==> src/rtl/u_seqdiv16_8.sv <==
// Sequential restoring divider: 2N-bit dividend / N-bit divisor -> N-bit quotient and remainder.
// One quotient bit per clock; overflow and divide-by-zero finish in a single cycle.
module u_seqdiv16_8 #(
   parameter int N = 8
) (
   input  logic           clk,
   input  logic           rst,
   input  logic           start,
   input  logic [2*N-1:0] a,
   input  logic [N-1:0]   b,
   output logic           busy,
   output logic           done,
   output logic [N-1:0]   q,
   output logic [N-1:0]   r,
   output logic           ovf,
   output logic           div0
);

   // Handshake: start is taken on any rising edge where busy=0 (IDLE or DONE);
   // done is a one-cycle pulse and q/r/ovf/div0 hold until the next done or reset.

   typedef enum logic [1:0] {S_IDLE, S_RUN, S_DONE} state_t;

   localparam int CW = (N > 1) ? $clog2(N) : 1;
   localparam logic [CW-1:0] LAST = CW'(N - 1);

   state_t        state, state_nxt;
   logic [N:0]    p;
   logic [N-1:0]  lo_sr;
   logic [N-1:0]  quo;
   logic [N-1:0]  b_reg;
   logic [CW-1:0] cnt;

   logic          accept, early, step, finish;
   logic          hi_ge_b;

   logic [N:0]    t;
   logic [N:0]    bn;
   logic [N:0]    diff;
   logic [N+1:0]  carry;
   logic          ge;
   logic [N:0]    p_nxt;
   logic [N-1:0]  quo_nxt;

   assign hi_ge_b = (a[2*N-1:N] >= b);

   // Compare-subtract: T + ~{0,b} + 1 as one ripple chain; carry out means T >= b.
   assign t        = {p[N-1:0], lo_sr[N-1]};
   assign bn       = ~{1'b0, b_reg};
   assign carry[0] = 1'b1;

   for (genvar i = 0; i <= N; i++) begin : g_sub
      assign diff[i]    = t[i] ^ bn[i] ^ carry[i];
      assign carry[i+1] = (t[i] & bn[i]) | (carry[i] & (t[i] ^ bn[i]));
   end

   assign ge = carry[N+1];

   always_comb begin
      p_nxt      = ge ? diff : t;
      quo_nxt    = quo << 1;
      quo_nxt[0] = ge;
   end

   always_ff @(posedge clk) begin
      if (rst) state <= S_IDLE;
      else     state <= state_nxt;
   end

   always_comb begin
      state_nxt = state;
      accept    = 1'b0;
      early     = 1'b0;
      step      = 1'b0;
      finish    = 1'b0;
      case (state)
         S_IDLE, S_DONE: begin
            if (state == S_DONE) state_nxt = S_IDLE;
            if (start) begin
               accept = 1'b1;
               if (hi_ge_b) begin
                  early     = 1'b1;
                  state_nxt = S_DONE;
               end else begin
                  state_nxt = S_RUN;
               end
            end
         end
         S_RUN: begin
            step = 1'b1;
            if (cnt == LAST) begin
               finish    = 1'b1;
               state_nxt = S_DONE;
            end
         end
         default: state_nxt = S_IDLE;
      endcase
   end

   assign busy = (state == S_RUN);
   assign done = (state == S_DONE);

   always_ff @(posedge clk) begin
      if (rst) begin
         p     <= '0;
         lo_sr <= '0;
         quo   <= '0;
         b_reg <= '0;
         cnt   <= '0;
         q     <= '0;
         r     <= '0;
         ovf   <= 1'b0;
         div0  <= 1'b0;
      end else begin
         if (accept) begin
            p     <= {1'b0, a[2*N-1:N]};
            lo_sr <= a[N-1:0];
            quo   <= '0;
            b_reg <= b;
            cnt   <= '0;
         end
         if (step) begin
            p     <= p_nxt;
            lo_sr <= lo_sr << 1;
            quo   <= quo_nxt;
            cnt   <= cnt + CW'(1);
         end
         if (early) begin
            q    <= '1;
            r    <= '0;
            ovf  <= 1'b1;
            div0 <= (b == '0);
         end
         if (finish) begin
            q    <= quo_nxt;
            r    <= p_nxt[N-1:0];
            ovf  <= 1'b0;
            div0 <= 1'b0;
         end
      end
   end

   // The no-overflow precondition keeps the partial remainder below b, so its top bit stays clear.
   assert property (@(posedge clk) disable iff (rst) (state == S_RUN) |-> !p[N]);

endmodule

==> config.mk <==
export PLATFORM = sky130hd
export DESIGN_NAME = u_seqdiv16_8
export DESIGN_NICKNAME = d
export VERILOG_FILES = /design/src/rtl/u_seqdiv16_8.sv
export SDC_FILE = /design/constraint.sdc
export NUM_CORES = 1
export LEC_CHECK = 0
export ABC_CLOCK_PERIOD_IN_PS = 4950
export CAP_MARGIN = 40
export CORE_MARGIN = 3
export CORE_UTILIZATION = 45
export CTS_BUF_LIST = sky130_fd_sc_hd__clkbuf_8
export CTS_CLUSTER_SIZE = 10
export DETAILED_ROUTE_END_ITERATION = 6
export PLACE_DENSITY_LB_ADDON = 0.1
export SYNTH_ARGS = -nofsm -noshare
export SYNTH_HDL_FRONTEND = slang
export SYNTH_SLANG_ARGS = --single-unit
==> constraint.sdc <==
create_clock -name clk -period 4.95 [get_ports clk]
set_clock_uncertainty 0.15 [all_clocks]
set_input_delay 0.7425 -clock clk [delete_from_list [all_inputs] [get_ports clk]]
set_output_delay 0.7425 -clock clk [all_outputs]
set_load 0.01 [all_outputs]
==> results by group, run 1 <==
Synth
  • Post-synth EDFFs: 0
  • Synth Flop Type: dfxtp_1
  • Mapped Cells: roughly 290
  • Number of library cell types mapped by synthesis: 34
  • Post-Syn Area per Cell: approximately 8.9 um^2
  • Synthesized flop and latch total: 54
  • Syn Nets: roughly 330
  • Post-synth top area share: roughly 42%
  • Post-Syn Area: approximately 0.0026 mm^2
  • Ys async rst share: 0%
  • Most common cell in the netlist: dfxtp_1
  • Most frequent cells after synthesis: dfxtp_1 (54), nor2_1 (31), nand2_1 (30)
  • Area leader, netlist: dfxtp_1
  • Synth area leaders: dfxtp_1 (42%), a22oi_1 (5.9%), fa_1 (5.5%), ha_1 (5.4%), a211oi_1 (4.7%)
  • Seq/Total Area, Yosys: 42.3%
  • YS warnings: 0

STA
  • Slew Limit Fails: 0
  • TNS Setup: 0 ns
  • RSZ-0062 raised after global routing: false
  • Final min period: about 3.7 ns
  • Worst-margin pin slew: 0.644 ns
  • Final setup fails: 0
  • Max-slew headroom: a little under three fifths
  • Max Fclk: 268 MHz
  • Final hold violations: 0
  • Tcrit/Tclk final: 75.4%

Clock tree
  • Post-cts resize count: 0
  • Sink Count: 54
  • Num CTS Buffers: 5
  • Hold Buf Count CTS: 0
  • Setup Buffers After CTS: 0
  • CTS H-tree lvls: 2
  • Worst skew pair latency: about 0.3 ns
  • CTS tree: built
  • Clock-pin slew on the worst setup and hold paths: 0.10 ns
  • CTS Buffer Depth: 2
  • Root Driver: clkbuf_8

Cells and area
  • Antenna diodes: 0
  • Post-route cell area: approximately 0.0031 mm^2
  • Share of layout cells above drive strength 1: under 10%
  • Nets: roughly 370
  • Final core utilization: approximately 59%
  • Area growth syn-to-layout: 22.9%

Route
  • Routed vias: approximately 2100
  • Vias per inst: between 5 and 6
  • 1st-iter DRT viols: 149
  • WL final: around 5.6 mm
  • Drc violations: 0
  • WL/cell: between 10 and 15 um
  • Drt pass-1 iters: 4
  • Final ANT Viol Nets: 0

Floorplan
  • Die H: between 80 and 90 um
  • Io pins: 47
  • Die Footprint: ~0.0066 mm^2
  • Core area: between 0.005 and 0.006 mm^2
  • Die width: roughly 81 um
  • Starting density of the core: ~48%
  • FP Rows: 26

Power and ir drop
  • Pwr Density: approximately 300 mW/mm^2
  • Lkg Pwr: between 1 and 1.5 nW
  • Worst VDD drop: 0.144 mV
  • Tot Pwr: 947 uW

Worst setup path
  • Endpoint class of the critical path: flop
  • Startpoint types: flop
  • Critical Path AT: approximately 3.7 ns
  • Max FO, Critical Path: 19
  • Reg-to-Reg End: p[7]$_SDFFE_PP0P_
  • FF-to-FF Start: lo_sr[7]$_SDFFE_PP0P_
  • CP Class: reg2reg
  • R2r setup slk: between 1 and 1.5 ns
  • Cells on worst reg2reg path: 13
  • Worst endpoint required time: 4.96 ns

Place
  • GPL Wtd Cong: between 0.7 and 0.8
  • Placed inst area: ~0.003 mm^2
  • DPL Wire Length: between 4 and 5 mm
  • PortBufs: 46

Global route
  • Tot GR Track Use: between 10% and 20%
  • Largest net degree at the start of global routing: 23
  • Total congestion overflow: 0
  • Vias in the first global route: 1946
  • First-pass GRT wire length: approximately 9.4 mm
  • Initial antenna violation count: 0

Hold path
  • Hold path endpoint: b_reg[5]$_SDFFE_PP0P_
  • Hold path depth: 2
  • Worst hold start: b_reg[5]$_SDFFE_PP0P_
  • Hold crit path type: reg2reg

Status
  • Status: finished clean

Job
  • Max Cap Viol: 0
[how the worst max path moves through the flow]
stage                                     start           endpoint  slack [ns]
after CTS                 lo_sr[7]$_SDFFE_PP0P_  p[7]$_SDFFE_PP0P_        1.22
after global placement    lo_sr[7]$_SDFFE_PP0P_  p[7]$_SDFFE_PP0P_        1.28
final                     lo_sr[7]$_SDFFE_PP0P_  p[7]$_SDFFE_PP0P_        1.22
after detailed placement  lo_sr[7]$_SDFFE_PP0P_  p[7]$_SDFFE_PP0P_        1.23
after floorplan           lo_sr[7]$_SDFFE_PP0P_  q[0]$_SDFFE_PP0P_        1.35
after global routing      lo_sr[7]$_SDFFE_PP0P_  r[7]$_SDFFE_PP0P_        1.04
[worst max-delay path, stage by stage, from the launching register on]
cell,delay [ns]
dfxtp_1,0.35
inv_1,0.05
ha_1,0.20
fa_1,0.37
fa_1,0.39
fa_1,0.39
fa_1,0.37
inv_1,0.07
fa_1,0.18
fa_1,0.18
fa_1,0.15
or2_2,0.33
mux2i_1,0.31
a211oi_1,0.11
[layout by cell type, fill, tap and decap left out, types with 5 or more instances in the layout]
cell / netlist / final
clkbuf_8: 0 / 5
o22ai_1: 8 / 8
o21ai_0: 5 / 5
fa_1: 7 / 7
nand2_1: 30 / 30
mux2i_1: 6 / 6
a21oi_1: 21 / 21
dfxtp_1: 54 / 54
ha_1: 11 / 11
clkdlybuf4s50_1: 0 / 46
a211oi_1: 16 / 16
a22oi_1: 20 / 20
inv_1: 18 / 19
nand3b_1: 8 / 8
nor2_1: 31 / 31
[kinds of logic after synthesis]
logic type                 synth area share (%)
and+or+nand+nor                            16.2
AOI/OAI and AO/OA                          21.7
buffers and inverters                      6.56
muxes                                      2.35
DFF                                        42.3
adders and majority gates                  10.9
[power breakdown]
part	switching [mW]	internal (mW)	total, mW
Sequential	0.0187	0.462	0.481
Combinational	0.128	0.105	0.233
Clock	0.135	0.0981	0.233
Total	0.282	0.665	0.947
[area by class of cell]
class / count / area, um^2
fill: 482 / 2160
multi-input combinational: 192 / 1310
sequential: 54 / 1080
timing repair buffer: 51 / 505
tap: 70 / 87.6
clock buffer: 5 / 68.8
inverter: 18 / 67.6
clock inverter: 3 / 17.5
[stage by stage]
step / hold slack, ns / cells / setup slack, ns
CTS: 0.310 / 393 / 1.22
global placement: 0.294 / 384 / 1.28
floorplan: 0.286 / 286 / 1.35
finish: 0.309 / 393 / 1.22
global route: 0.344 / 393 / 1.04
detailed placement: 0.297 / 385 / 1.23
[layer usage]
| layer | global-route usage (%) | share of wire (%) | vias to the layer above |
|---|---|---|---|
| li1 | - | - | 1066 |
| met2 | 27.5 | 43 | 62 |
| met4 | 4.05 | 0.53 | 0 |
| met1 | 26.8 | 51 | 977 |
| met5 | 0 | 0 | - |
| met3 | 3.33 | 4.8 | 2 |
Note: power is estimated with default switching activity, not from simulation.
==> run 2, diff against run 1 <==
--- a/config.mk
+++ b/config.mk
@@ -5,7 +5,7 @@
 export SDC_FILE = /design/constraint.sdc
 export NUM_CORES = 1
 export LEC_CHECK = 0
-export ABC_CLOCK_PERIOD_IN_PS = 4950
+export ABC_CLOCK_PERIOD_IN_PS = 3000
 export CAP_MARGIN = 40
 export CORE_MARGIN = 3
 export CORE_UTILIZATION = 45
==> constraint.sdc (replaced) <==
create_clock -name clk -period 3 [get_ports clk]
set_clock_uncertainty 0.15 [all_clocks]
set_input_delay 0.45 -clock clk [delete_from_list [all_inputs] [get_ports clk]]
set_output_delay 0.45 -clock clk [all_outputs]
set_load 0.01 [all_outputs]
==> run 2 against run 1 <==
Effect of this change: the flow now finishes with violations (negative setup slack); total power grew 95%; register-to-register slack got worse by 1.6 ns; via count up 3.7%; flip-flop and latch count unchanged; combinational power rose to 2.5 times the previous value; worst hold slack gained 0.0019 ns; largest cell class unchanged; largest power group unchanged.
==> results by group, run 2 (synthesis gave the netlist of run 1 again) <==
Floorplan
  • Die H: ~80 um
  • Starting density of the core: about half
  • Io pins: 47
  • Die width: between 80 and 90 um
  • Die Footprint: ~0.0066 mm^2
  • FP Rows: 26
  • Core area: between 0.005 and 0.006 mm^2

Global route
  • Initial antenna violation count: 0
  • Total congestion overflow: 0
  • Tot GR Track Use: 20.2%
  • First-pass GRT wire length: between 10 and 15 mm
  • Vias in the first global route: about 2100
  • Largest net degree at the start of global routing: 40

STA
  • Final min period: approximately 3.4 ns
  • Final hold violations: 0
  • Max-slew headroom: a little under half
  • Slew Limit Fails: 0
  • Max Fclk: just under 300 MHz
  • RSZ-0062 raised after global routing: true
  • Worst hold margin: slightly above 0.3 ns
  • Tcrit/Tclk final: 114%
  • Final setup fails: 18
  • Worst-margin pin slew: a little over 0.8 ns
  • Final worst slack: -0.411 ns
  • TNS Setup: -6.48 ns

Route
  • WL final: approximately 6.2 mm
  • Routed vias: approximately 2200
  • Vias per inst: 5.40
  • Drt pass-1 iters: 4
  • WL/cell: between 15 and 20 um
  • Final ANT Viol Nets: 0
  • Drc violations: 0
  • 1st-iter DRT viols: 97

Worst setup path
  • CP Class: reg2reg
  • Critical Path AT: between 3 and 4 ns
  • Worst endpoint required time: about 3.0 ns
  • FF-to-FF Start: lo_sr[7]$_SDFFE_PP0P_
  • Cells on worst reg2reg path: 13
  • R2r setup slk: -0.41 ns
  • Max FO, Critical Path: 7
  • Worst setup path end: p[6]$_SDFFE_PP0P_
  • Reg-to-Reg End: p[6]$_SDFFE_PP0P_
  • Startpoint types: flop
  • Worst Setup SP: lo_sr[7]$_SDFFE_PP0P_
  • Endpoint class of the critical path: flop

Cells and area
  • Antenna diodes: 0
  • Share of layout cells above drive strength 1: 18.5%
  • Most common cell after layout, fill and taps aside: dfxtp_1
  • Final core utilization: between 60 and 70%
  • Nets: 379
  • Most frequent cells in the layout: dfxtp_1 (52), clkdlybuf4s50_1 (46), nor2_1 (30)
  • Area growth syn-to-layout: 33.6%

Clock tree
  • CTS tree: built
  • Root Driver: clkbuf_8
  • CTS H-tree lvls: 2
  • Num CTS Buffers: 5
  • Worst skew pair latency: between 0.3 and 0.4 ns
  • CTS Buffer Depth: 2
  • Sink Count: 54
  • Hold Buf Count CTS: 0
  • Clock-pin slew on the worst setup and hold paths: roughly 0.090 ns

Power and ir drop
  • Pwr Density: 540 mW/mm^2
  • Tot Pwr: between 1.5 and 2 mW
  • Lkg Pwr: approximately 1.3 nW
  • Worst VDD drop: 0.230 mV

Hold path
  • Hold crit path type: reg2reg

Status
  • Status: finished with violations
  • Failing checks: negative setup slack

Job
  • Max Cap Viol: 0

Place
  • Pre-CTS setup slack: -0.399 ns
  • GPL Wtd Cong: 0.768
  • PortBufs: between 40 and 50
  • DPL Wire Length: 4.28 mm
run 2: worst min-delay path by stage:
stage	start	endpoint	slack, ns	cells after the start
4_1_cts	b_reg[5]$_SDFFE_PP0P_	b_reg[5]$_SDFFE_PP0P_	0.32	2
3_5_place_dp	lo_sr[1]$_SDFFE_PP0P_	lo_sr[1]$_SDFFE_PP0P_	0.30	2
6_report	b_reg[5]$_SDFFE_PP0P_	b_reg[5]$_SDFFE_PP0P_	0.31	2
5_1_grt	b_reg[6]$_SDFFE_PP0P_	b_reg[6]$_SDFFE_PP0P_	0.33	2
3_3_place_gp	lo_sr[4]$_SDFFE_PP0P_	lo_sr[4]$_SDFFE_PP0P_	0.29	2
2_1_floorplan	b_reg[5]$_SDFFE_PP0P_	b_reg[5]$_SDFFE_PP0P_	0.29	2
run 2: layout make-up:
cell class                      count  area, um^2
Fill cell                         457        1890
Multi-Input combinational cell    193        1450
Sequential cell                    54        1080
Timing Repair Buffer               62         623
Clock buffer                        7        96.3
Tap cell                           70        87.6
Inverter                           18        67.6
Clock inverter                      1        8.76
run 2: what timing repair did:
action	CTS	global route
setup buffers	3	1
pin swaps	14	10
resized for setup	20	9
endpoints found under the setup margin	18	18
gates cloned	1	1
run 2: stage by stage:
step / area (um^2) / std cells
after floorplan: 2610 / 286
after global placement: 3160 / 392
final: 3420 / 405
after global routing: 3420 / 405
after CTS: 3350 / 403
after detailed placement: 3160 / 392
run 2: worst max-delay path: stages, from the launching register on:
cell and delay (ns):
dfxtp_2 0.35, inv_2 0.04, ha_4 0.15, fa_2 0.33
fa_2 0.34, fa_2 0.35, fa_2 0.34, inv_2 0.06
fa_2 0.18, fa_2 0.19, fa_2 0.20, or2_4 0.22
mux2i_2 0.27, a211oi_1 0.10
run 2: where the power goes:
part | internal [mW] | switching, mW
clock network | 0.212 | 0.245
logic | 0.297 | 0.291
registers | 0.763 | 0.0348
run 2: routing by layer:
| metal | GRT usage, % | up-vias | routed length [um] |
|---|---|---|---|
| met4 | 4.90 | 0 | 65 |
| met5 | 0 | - | 0 |
| met1 | 28.9 | 1016 | 2890 |
| met3 | 3.66 | 8 | 370 |
| met2 | 31.4 | 72 | 2870 |
| li1 | - | 1090 | - |
